File: config.mk
export PLATFORM = sky130hd
export DESIGN_NAME = div_iter
export DESIGN_NICKNAME = d
export VERILOG_FILES = /design/src/rtl/div_iter.sv
export SDC_FILE = /design/constraint.sdc
export NUM_CORES = 1
export LEC_CHECK = 0
export ABC_AREA = 1
export BUFFER_PORTS_ARGS = -buffer_cell sky130_fd_sc_hd__buf_2
export CORE_AREA = 10 10 190 147
export CTS_BUF_LIST = sky130_fd_sc_hd__clkbuf_4 sky130_fd_sc_hd__clkbuf_8
export DETAILED_ROUTE_END_ITERATION = 8
export DIE_AREA = 0 0 200 157
export PLACE_DENSITY = 0.75
export SLEW_MARGIN = 5
export SYNTH_ARGS = -nofsm -noshare
export SYNTH_HDL_FRONTEND = slang
export SYNTH_SLANG_ARGS = --single-unit
export TNS_END_PERCENT = 1
File: constraint.sdc
create_clock -name clk -period 2.6 [get_ports clk]
set_input_delay 0.13 -clock clk [delete_from_list [all_inputs] [get_ports clk]]
set_output_delay 0.13 -clock clk [all_outputs]
set_load 0.01 [all_outputs]
File: src/rtl/div_iter.sv
`default_nettype none
// ============================================================================
// Module   : div_iter
// Purpose  : Iterative restoring divider, one quotient bit per clock.
//            Signed or unsigned operation, divide-by-zero detection and
//            cancellation of an operation in progress.
// Ports    : clk, rst                  - clock, synchronous active-high reset
//            signed_i                  - 1 = signed, 0 = unsigned
//            opdata1_i / opdata2_i     - dividend / divisor
//            start_i                   - request, held until result consumed
//            annul_i                   - cancel operation in progress
//            result_o                  - {remainder, quotient}
//            ready_o, busy_o           - result valid / not idle
//            div_zero_o                - divisor was zero
// Revision : 1.0 - initial release
// ============================================================================
module div_iter #(
  parameter int WIDTH = 32
) (
  input  logic                 clk,
  input  logic                 rst,
  input  logic                 signed_i,
  input  logic [WIDTH-1:0]     opdata1_i,
  input  logic [WIDTH-1:0]     opdata2_i,
  input  logic                 start_i,
  input  logic                 annul_i,
  output logic [2*WIDTH-1:0]   result_o,
  output logic                 ready_o,
  output logic                 busy_o,
  output logic                 div_zero_o
);

  localparam int CW = $clog2(WIDTH + 1);
  localparam logic [CW-1:0] CNT_DONE = CW'(WIDTH);

  typedef enum logic [1:0] {
    ST_IDLE = 2'd0,
    ST_ZERO = 2'd1,
    ST_ON   = 2'd2,
    ST_END  = 2'd3
  } state_t;

  state_t               state;
  logic [CW-1:0]        cnt;
  logic [2*WIDTH:0]     work;      // {partial remainder (W+1), dividend/quotient (W)}
  logic [WIDTH-1:0]     divisor;   // divisor magnitude
  logic                 is_signed;
  logic                 neg_dvd;
  logic                 neg_dvs;

  // Operand magnitudes at capture time
  logic                 neg1;
  logic                 neg2;
  logic [WIDTH-1:0]     mag1;
  logic [WIDTH-1:0]     mag2;

  assign neg1 = signed_i & opdata1_i[WIDTH-1];
  assign neg2 = signed_i & opdata2_i[WIDTH-1];
  assign mag1 = neg1 ? (~opdata1_i + 1'b1) : opdata1_i;
  assign mag2 = neg2 ? (~opdata2_i + 1'b1) : opdata2_i;

  // One restoring step: shift left, trial-subtract the divisor from the
  // upper W+1 bits; the extra top bit of the difference is the borrow.
  logic [2*WIDTH:0]     shifted;
  logic [WIDTH+1:0]     trial;
  logic                 borrow;
  logic [2*WIDTH:0]     step_next;

  assign shifted   = work << 1;
  assign trial     = {1'b0, shifted[2*WIDTH:WIDTH]} - {2'b00, divisor};
  assign borrow    = trial[WIDTH+1];
  assign step_next = borrow ? shifted
                            : ({trial[WIDTH:0], shifted[WIDTH-1:0]} |
                               {{(2*WIDTH){1'b0}}, 1'b1});

  // Sign correction applied once the magnitude division is complete
  logic [WIDTH-1:0]     quo;
  logic [WIDTH-1:0]     rem;
  logic [WIDTH-1:0]     fin_q;
  logic [WIDTH-1:0]     fin_r;

  assign quo   = work[WIDTH-1:0];
  assign rem   = work[2*WIDTH-1:WIDTH];
  assign fin_q = (is_signed & (neg_dvd ^ neg_dvs)) ? (~quo + 1'b1) : quo;
  assign fin_r = (is_signed & neg_dvd) ? (~rem + 1'b1) : rem;

  always_ff @(posedge clk) begin
    if (rst) begin
      state      <= ST_IDLE;
      cnt        <= '0;
      work       <= '0;
      divisor    <= '0;
      is_signed  <= 1'b0;
      neg_dvd    <= 1'b0;
      neg_dvs    <= 1'b0;
      result_o   <= '0;
      ready_o    <= 1'b0;
      busy_o     <= 1'b0;
      div_zero_o <= 1'b0;
    end else begin
      case (state)
        ST_IDLE: begin
          if (start_i && !annul_i) begin
            is_signed <= signed_i;
            neg_dvd   <= neg1;
            neg_dvs   <= neg2;
            divisor   <= mag2;
            cnt       <= '0;
            busy_o    <= 1'b1;
            if (opdata2_i == '0) begin
              // Raw dividend parked in the low half; it becomes the remainder
              work  <= {{(WIDTH+1){1'b0}}, opdata1_i};
              state <= ST_ZERO;
            end else begin
              work  <= {{(WIDTH+1){1'b0}}, mag1};
              state <= ST_ON;
            end
          end
        end

        ST_ZERO: begin
          result_o   <= {work[WIDTH-1:0], {WIDTH{1'b1}}};
          ready_o    <= 1'b1;
          div_zero_o <= 1'b1;
          state      <= ST_END;
        end

        ST_ON: begin
          if (annul_i) begin
            state  <= ST_IDLE;
            cnt    <= '0;
            busy_o <= 1'b0;
          end else if (cnt == CNT_DONE) begin
            result_o <= {fin_r, fin_q};
            ready_o  <= 1'b1;
            state    <= ST_END;
          end else begin
            work <= step_next;
            cnt  <= cnt + 1'b1;
          end
        end

        ST_END: begin
          if (!start_i) begin
            state      <= ST_IDLE;
            result_o   <= '0;
            ready_o    <= 1'b0;
            div_zero_o <= 1'b0;
            busy_o     <= 1'b0;
          end
        end

        default: state <= ST_IDLE;
      endcase
    end
  end

endmodule
`default_nettype wire

==> impl_metrics.tcl, run 1 <==
set metrics [dict create \
    critPathMaxFanout 24 \
    cp-end-kind "register" \
    worstHoldStart "opdata2_i[13]" \
    cts_tree "built" \
    fin_util_pct 60.6 \
    placeableCoreArea_um2 24500 \
    rows 50 \
    final_cell_mix "nand2_1, inv_1, a21oi_1, nand3_1, nor2_1" \
    die_area_um2 31400 \
    grt_pass1_vias 13600 \
    slew_headroom_pct 51.9 \
    yosys-top-cells-area "dfxtp_1, nand2_1, a21oi_1" \
    cap_violations 0 \
    netlist.area_leader.share_pct 26.6 \
    cts.clk_slew.worst_paths_ns 0.10 \
    die_w_um 200 \
    yosys_warnings 0 \
    place.gp.congestion 1.03 \
    p_leak_nw 7.50 \
    status "finished, final reports clean" \
    io_buffers 135 \
    grt_use_total_pct 28.0 \
    worst_slew_pin_slew_ns 0.721 \
    rsz0062_at_grt "false" \
    syn_to_final_growth_pct 13.2 \
    worst_setup_path_start_kind "register" \
    r2r-end "work[33]" \
    dr.pass1.iters 7 \
    synthCells 2252 \
    io_pins 136 \
    p_per_area_nw_per_um2 495 \
    placed_area_um2 14200 \
    diodes 0 \
    min-delay-path-class "in2reg" \
    clkSinkCount 174 \
    via_per_inst 5.60 \
    ir_drop_mv 0.488 \
    postRouteAntennaNets 0 \
    skew_ns 0.0127 \
    htree_num_levels 4 \
    cts-root-buf "clkbuf_8" \
    final_hold_viol_count 0 \
    hold_end "divisor[13]" \
    design_area_um2 14800 \
    timing.hold.ws_ns 0.0313 \
    die_height_um 157 \
    mostFrequentLayoutCell "nand2_1" \
    routed_wl_um 44900 \
    clockBufferDepth 2 \
    seq_area_frac_synth_pct 26.6 \
    finalCriticalPeriod_ns 2.42 \
    overflow 0 \
    ff2ff_path_depth 14 \
    fin_nets 2484 \
    ys_ff_latch 174 \
    vias 15300 \
    yosys.area.top_type "dfxtp_1" \
    drv_slew 0 \
    setup_viol 0 \
    drive_above_1_share_pct 10.6 \
    criticalPathCategory "reg2reg" \
    syn_area_um2 13100 \
    ys_types 41 \
    r2r_setup_slack_ns 0.18 \
    wl_per_cell_um 16.5 \
    grt_pass1_wl_um 70500 \
    hold_depth 3 \
    hpwl_um 34900 \
    cp.arrival_ns 2.84 \
    r2r-start "divisor[19]" \
    drc 0 \
    report.power.total_mw 7.34 \
    synth_nets 2360 \
    fin_tns_setup_ns 0 \
    start_util_pct 53.6 \
    cts_buffers 17 \
    antenna_found_initial 0 \
    period_share_pct 92.9 \
    clk_latency_ns 0.49 \
    crit_required_ns 3.02 \
    first_iter_violations 1654 \
    syn_area_per_cell_um2 5.82 \
    grt_max_degree 80 \
    max_clock_freq_mhz 414 \
]
[logic make-up (layout without fill, tap and decap cells)]
family / count (synthesis) / after routing / share of synthesized area, %
DFF: 174 / 174 / 26.6
and+or+nand+nor: 1111 / 1111 / 36.2
buffers and inverters: 428 / 565 / 12.5
adders and majority gates: 39 / 39 / 3.78
xor gates and xnor gates: 35 / 35 / 2.34
AOI/OAI and AO/OA: 465 / 465 / 18.6
[repair_timing]
item / in CTS / in global routing
hold endpoints to repair: 16 / 0
buffers inserted: 0 / 0
hold buffers: 16 / 0
endpoints found under the setup margin: 0 / 35
resized for setup: 0 / 16
[area by class of cell]
cell class	count	area (um^2)
tap	338	423
timing repair buffer	195	1220
fill	2473	9630
sequential	174	3480
clock buffer	23	304
multi-input combinational	1650	8030
clock inverter	9	108
inverter	338	1270
[registers in the layout (all words and copies together), names as in the netlist]
signal and flops:
neg_dvd 1, div_zero_o 1, is_signed 1, work 64, cnt 6, busy_o 1
neg_dvs 1, divisor 32, ready_o 1, state 2, result_o 64
[how the worst max path moves through the flow]
| stage | start | end | slack [ns] | depth (start not counted) |
|---|---|---|---|---|
| after floorplan | work[57] | work[39] | 0.58 | 10 |
| after global placement | work[47] | work[58] | 0.14 | 14 |
| after detailed placement | work[31] | work[62] | 0.13 | 16 |
| after CTS | work[47] | work[50] | 0.10 | 12 |
| after global routing | work[32] | result_o[60] | 0.009 | 12 |
| final | divisor[19] | work[33] | 0.18 | 14 |
[critical path, cell delays in order, from the launching register on]
cell	delay (ns)
dfxtp_1	0.37
inv_1	0.11
ha_1	0.40
nand2_1	0.13
nor2_1	0.18
inv_1	0.09
nor2_2	0.18
and2_1	0.15
nand2_1	0.09
nand2_1	0.15
buf_12	0.18
nand2_1	0.09
nand2_1	0.08
nand2_1	0.05
a21oi_1	0.11
[routing by layer]
| layer | routed length, um | vias up | GRT usage (%) | share of wire, % |
|---|---|---|---|---|
| met5 | 0 | - | 0 | 0 |
| met3 | 4640 | 59 | 6.34 | 10 |
| li1 | - | 7585 | - | - |
| met4 | 864 | 0 | 7.12 | 1.9 |
| met1 | 20700 | 6936 | 40.7 | 46 |
| met2 | 18600 | 687 | 40.4 | 42 |
[cell usage after synthesis, drive strengths merged]
library cell  count
nor4              3
inv             338
o22ai             2
nand3           251
nand3b           11
o221a             1
and3              2
xor2             20
nor2            210
a21o              1
nor3             28
o221ai            5
nor3b             2
ha               38
dfxtp           174
xnor2            15
a31oi             7
a21oi           255
nand2           558
o211ai           13
o21ai           169
fa                1
and2              6
o31ai             3
nand4            38
a221oi            1
or2               2
clkbuf           58
a211oi            3
o21bai            4
a22oi             1
buf              32
[stage by stage]
step,instances,worst slack [ns]
after floorplan,2252,0.580
after global placement,2679,0.143
after detailed placement,2679,0.134
after CTS,2727,0.104
after global routing,2727,0.00915
final,2727,0.184
[where the power goes]
group          internal (mW)  switching [mW]  total, mW
registers               2.83           0.140       2.97
logic                  0.754            1.59       2.34
clock network          0.978            1.06       2.03
Power figures use the tool's default switching activity.
==> run 2: changes to the inputs <==
- PLACE_DENSITY: 0.75 -> 0.74
==> impl_metrics.tcl, run 2 (synthesized netlist as in run 1, its figures left out) <==
set metrics [dict create \
    status "finished, final reports clean" \
    critPathLaunch "opdata2_i[0]" \
    r2r-start "work[31]" \
    mostFrequentLayoutCell "nand2_1" \
    max_clock_freq_mhz 406 \
    grt_max_degree 90 \
    first_iter_violations 1822 \
    r2r_setup_slack_ns 0.16 \
    grt_pass1_vias 13800 \
    design_area_um2 14900 \
    p_leak_nw 7.55 \
    place.gp.congestion 0.999 \
    cap_violations 0 \
    clockBufferDepth 2 \
    fin_tns_setup_ns 0 \
    cp_top_family "simple AND/OR/NAND/NOR gates" \
    cp.buffers_inverters 4 \
    htree_num_levels 4 \
    slew_headroom_pct 25.1 \
    clk_latency_ns 0.50 \
    cts_buffers 17 \
    critPathMaxFanout 46 \
    setup_viol 0 \
    final_cell_mix "nand2_1, inv_1, a21oi_1, nand3_1, nor2_1" \
    worst_slew_pin_slew_ns 1.12 \
    placeableCoreArea_um2 24500 \
    p_per_area_nw_per_um2 515 \
    rows 50 \
    critical_path.cell_chain "dlygate4sd3_1 -> buf_2 -> inv_1 -> ha_1 -> nand3_1 -> nor2_2 -> nand3_1 -> nor2_2 -> nor2_2 -> buf_4 -> nand3b_1 -> nand3_1 -> nand2_1 -> a21oi_1" \
    cp-end-kind "register" \
    routed_wl_um 45900 \
    vias 15300 \
    postRouteAntennaNets 0 \
    io_pins 136 \
    worst_setup_path_start_kind "input port" \
    placed_area_um2 14200 \
    antenna_found_initial 0 \
    criticalPathCategory "in2reg" \
    drive_above_1_share_pct 10.4 \
    reg_top3 "result_o (64), work (64), divisor (32)" \
    min-delay-path-class "in2reg" \
    clkSinkCount 174 \
    io_buffers 135 \
    crit_required_ns 2.93 \
    cpMaxStageDelayCell "dlygate4sd3_1" \
    skew_ns 0.0156 \
    drv_slew 0 \
    die_w_um 200 \
    grt_pass1_wl_um 72000 \
    dr.pass1.iters 9 \
    grt_use_total_pct 28.6 \
    fin_nets 2486 \
    cts-root-buf "clkbuf_8" \
    via_per_inst 5.61 \
    final_hold_viol_count 0 \
    ff2ff_path_depth 16 \
    cts_tree "built" \
    slowest_delay_ns 0.55 \
    start_util_pct 53.6 \
    drc 0 \
    cp.depth 14 \
    ir_drop_mv 0.403 \
    post_cts_buffers 0 \
    cts.clk_slew.worst_paths_ns 0.09 \
    period_share_pct 94.7 \
    wl_per_cell_um 16.8 \
    r2r-end "work[62]" \
    syn_to_final_growth_pct 13.8 \
    rsz0062_at_grt "true" \
    crit_end "work[24]" \
    hpwl_um 35500 \
    finalCriticalPeriod_ns 2.46 \
    overflow 0 \
    die_area_um2 31400 \
    cp.arrival_ns 2.79 \
    diodes 0 \
    die_height_um 157 \
]
run 2: area by class of cell:
cell class	count	area, um^2
well taps	338	423
repair buffers	197	1250
flip-flops and latches	174	3480
multi-input cells	1650	8010
clock inverters	11	213
clock buffers	20	269
inverters	338	1270
fillers	2479	9540
run 2: worst min path at each step:
stage,slack [ns],cells after the start,to,start
floorplan,0.29,2,is_signed,signed_i
global placement,0.42,3,divisor[3],opdata2_i[3]
detailed placement,0.43,3,divisor[3],opdata2_i[3]
CTS,0.003,5,work[12],opdata1_i[12]
global route,0.05,5,work[3],opdata1_i[3]
finish,0.03,5,work[26],opdata1_i[26]
run 2: metal layers:
layer,up-vias,GRT usage [%],share of wire (%)
li1,7588,-,-
met1,6951,41.6,46
met2,706,41.7,42
met3,60,6.02,10
met4,0,6.94,1.6
met5,-,0,0
run 2: metrics by stage:
step                      power (mW)  setup slack, ns  hold WS [ns]  std cells  utilization, %
after detailed placement        5.28            0.118         0.435       2681            58.2
after CTS                       7.62           0.0985       0.00275       2728            60.9
after global placement          5.27            0.131         0.422       2681            58.2
final                           7.68            0.137        0.0251       2728            61.0
after floorplan                 4.54            0.580         0.293       2252               -
after global routing            8.09         -0.00975        0.0496       2728            61.0
run 2: timing repair:
item	CTS	global route
hold buffers	16	0
gates resized for setup	0	10
hold endpoints to repair	16	0
endpoints found under the setup margin	0	12
run 2: tightest hold or removal path, delay by kind of cell:
kind | cells | cell delay [ns]
compound gates | 1 | 0.05
buf+inv | 1 | 0.13
simple gates | 3 | 0.16
run 2: where the power goes:
group	internal [mW]	switching (mW)	leakage (nW)
Sequential	2.83	0.141	1.42
Clock	1.30	1.05	0.246
Combinational	0.760	1.61	5.89
==> run 3: changes to the inputs <==
- MAX_ROUTING_LAYER: default -> met4
- PLACE_DENSITY: 0.74 -> 0.77
- TNS_END_PERCENT: 1 -> 20
- clock period: 2.6 -> 2 ns (I/O delays scaled with it)
==> impl_metrics.tcl, run 3 (synthesized netlist as in run 1, its figures left out) <==
set metrics [dict create \
    status "finished with violations" \
    violations "negative setup slack" \
    cap_violations 0 \
    cts-root-buf "clkbuf_8" \
    place.gp.congestion 1.08 \
    antenna_found_initial 0 \
    grt_pass1_wl_um 79900 \
    drv_slew 0 \
    slew_headroom_pct 46.8 \
    start_util_pct 53.6 \
    syn_to_final_growth_pct 43.3 \
    drc 0 \
    clk_latency_ns 0.51 \
    cp_top_family "simple AND/OR/NAND/NOR gates" \
    period_share_pct 109 \
    routed_wl_um 54000 \
    critPathMaxFanout 16 \
    reg_top3 "result_o (64), work (64), divisor (32)" \
    p_leak_nw 9.27 \
    critical_path.cell_chain "ha_4 -> nand2_2 -> inv_1 -> nand2_1 -> nand2_1 -> inv_1 -> nand3_2 -> nand2_2 -> nand2_4 -> nand2_8 -> buf_12 -> nand3_1 -> nand2_1 -> inv_1 -> nand2_1 -> a21oi_1" \
    finalCriticalPeriod_ns 2.19 \
    fillers 1911 \
    via_per_inst 5.68 \
    placed_area_um2 15900 \
    grt_max_degree 90 \
    die_area_um2 31400 \
    ff2ff_path_depth 16 \
    htree_num_levels 4 \
    dr.pass1.iters 8 \
    cts.clk_slew.worst_paths_ns 0.11 \
    drive_above_1_share_pct 30.7 \
    io_pins 136 \
    design_area_um2 18800 \
    cts_tree "built" \
    max_clock_freq_mhz 457 \
    final_cell_mix "nand2_1, inv_1, buf_4, a21oi_1, nand3_1" \
    clkSinkCount 174 \
    vias 17100 \
    r2r-start "work[39]" \
    r2r_setup_slack_ns -0.19 \
    hpwl_um 38800 \
    min-delay-path-class "in2reg" \
    cp.buffers_inverters 4 \
    criticalPathCategory "reg2reg" \
    rsz0062_at_grt "true" \
    io_buffers 135 \
    cp.arrival_ns 2.55 \
    cts_buffers 17 \
    placeableCoreArea_um2 24500 \
    die_height_um 157 \
    cpMaxStageDelayCell "dfxtp_1" \
    overflow 0 \
    p_per_area_nw_per_um2 605 \
    slowest_delay_ns 0.40 \
    skew_ns 0.0217 \
    setup_slack_ns -0.188 \
    cp_common_cell "nand2_1" \
    fin_tns_setup_ns -5.12 \
    fin_nets 2763 \
    ir_drop_mv 0.663 \
    grt_use_total_pct 32.9 \
    hold_depth 4 \
    crit_required_ns 2.37 \
    mostFrequentLayoutCell "nand2_1" \
    cp-end-kind "register" \
    worstHoldStart "opdata2_i[22]" \
    final_hold_viol_count 0 \
    hold_end "divisor[22]" \
    wl_per_cell_um 18.0 \
    first_iter_violations 2011 \
    worst_setup_path_start_kind "register" \
    r2r-end "work[59]" \
    die_w_um 200 \
    rows 50 \
    worst_slew_pin_slew_ns 0.790 \
    setup_viol 36 \
    postRouteAntennaNets 0 \
    fin_util_pct 76.8 \
    grt_pass1_vias 15400 \
    clockBufferDepth 2 \
]
[run 3: cell types whose count changed in the layout (fill, tap and decap cells not counted), moves of 31 or more]
cell,delta
nand3_1,-45
nand2_2,+50
nand3_2,+39
nand2_1,-73
ha_1,-31
nor2_1,-40
buf_4,+233
inv_1,-32
ha_4,+31
dfxtp_1,-38
dfxtp_2,+37
a21oi_1,-31
[run 3: per-layer routing]
metal | vias to the layer above | track usage (%) | wire length (um)
met4 | 0 | 8.78 | 1510
li1 | 8143 | - | -
met5 | - | - | 0
met3 | 128 | 7.08 | 6240
met1 | 7818 | 44.9 | 22600
met2 | 990 | 48.2 | 23600
[run 3: worst reg2reg max path: cells and delay by family (launching register included)]
family / cells / cell delay, ns
AO/OA/AOI/OAI: 1 / 0.06
adder cells (fa/ha/maj): 1 / 0.24
buffers and inverters: 4 / 0.37
flip-flops: 1 / 0.40
AND/OR/NAND/NOR: 10 / 0.96
[run 3: final cells by class]
class	count	area [um^2]	share of cell area [%]
multi-input cells	1650	9440	50.3
repair buffers	474	3650	19.4
flip-flops and latches	174	3530	18.8
inverters	338	1290	6.86
well taps	338	423	2.25
clock buffers	20	263	1.40
clock inverters	11	181	0.966
diodes	1	2.50	0.0133
[run 3: worst max path at each step]
stage | depth (start not counted) | start | to | slack [ns]
4_1_cts | 14 | divisor[24] | work[33] | -0.11
5_1_grt | 16 | divisor[8] | work[50] | -0.26
2_1_floorplan | 10 | work[57] | work[39] | -0.02
3_3_place_gp | 12 | divisor[22] | work[46] | -0.48
6_report | 16 | work[39] | work[59] | -0.19
3_5_place_dp | 12 | divisor[22] | work[46] | -0.48
[run 3: what timing repair did]
action                                 4_1_cts  5_1_grt
endpoints found under the hold margin       33        0
hold buffers                                33        0
buffers inserted                            20       21
cloned                                       4        2
pin swaps                                   43       91
gates resized for setup                    212      215
setup endpoints to repair                   69      129
[run 3: through the flow]
step	std cells	hold WS, ns	setup slack, ns	total power [mW]
2_1_floorplan	2252	0.263	-0.0204	5.90
3_3_place_gp	2894	0.421	-0.479	7.40
3_5_place_dp	2894	0.415	-0.476	7.44
4_1_cts	2982	0.00166	-0.107	10.8
5_1_grt	3005	0.0357	-0.256	11.9
6_report	3006	0.0190	-0.188	11.4
[run 3: power breakdown]
group | total (mW) | leakage (nW) | internal [mW] | switching [mW]
combinational | 4.61 | 7.62 | 1.88 | 2.72
sequential | 3.87 | 1.43 | 3.68 | 0.192
clock | 2.88 | 0.219 | 1.44 | 1.45
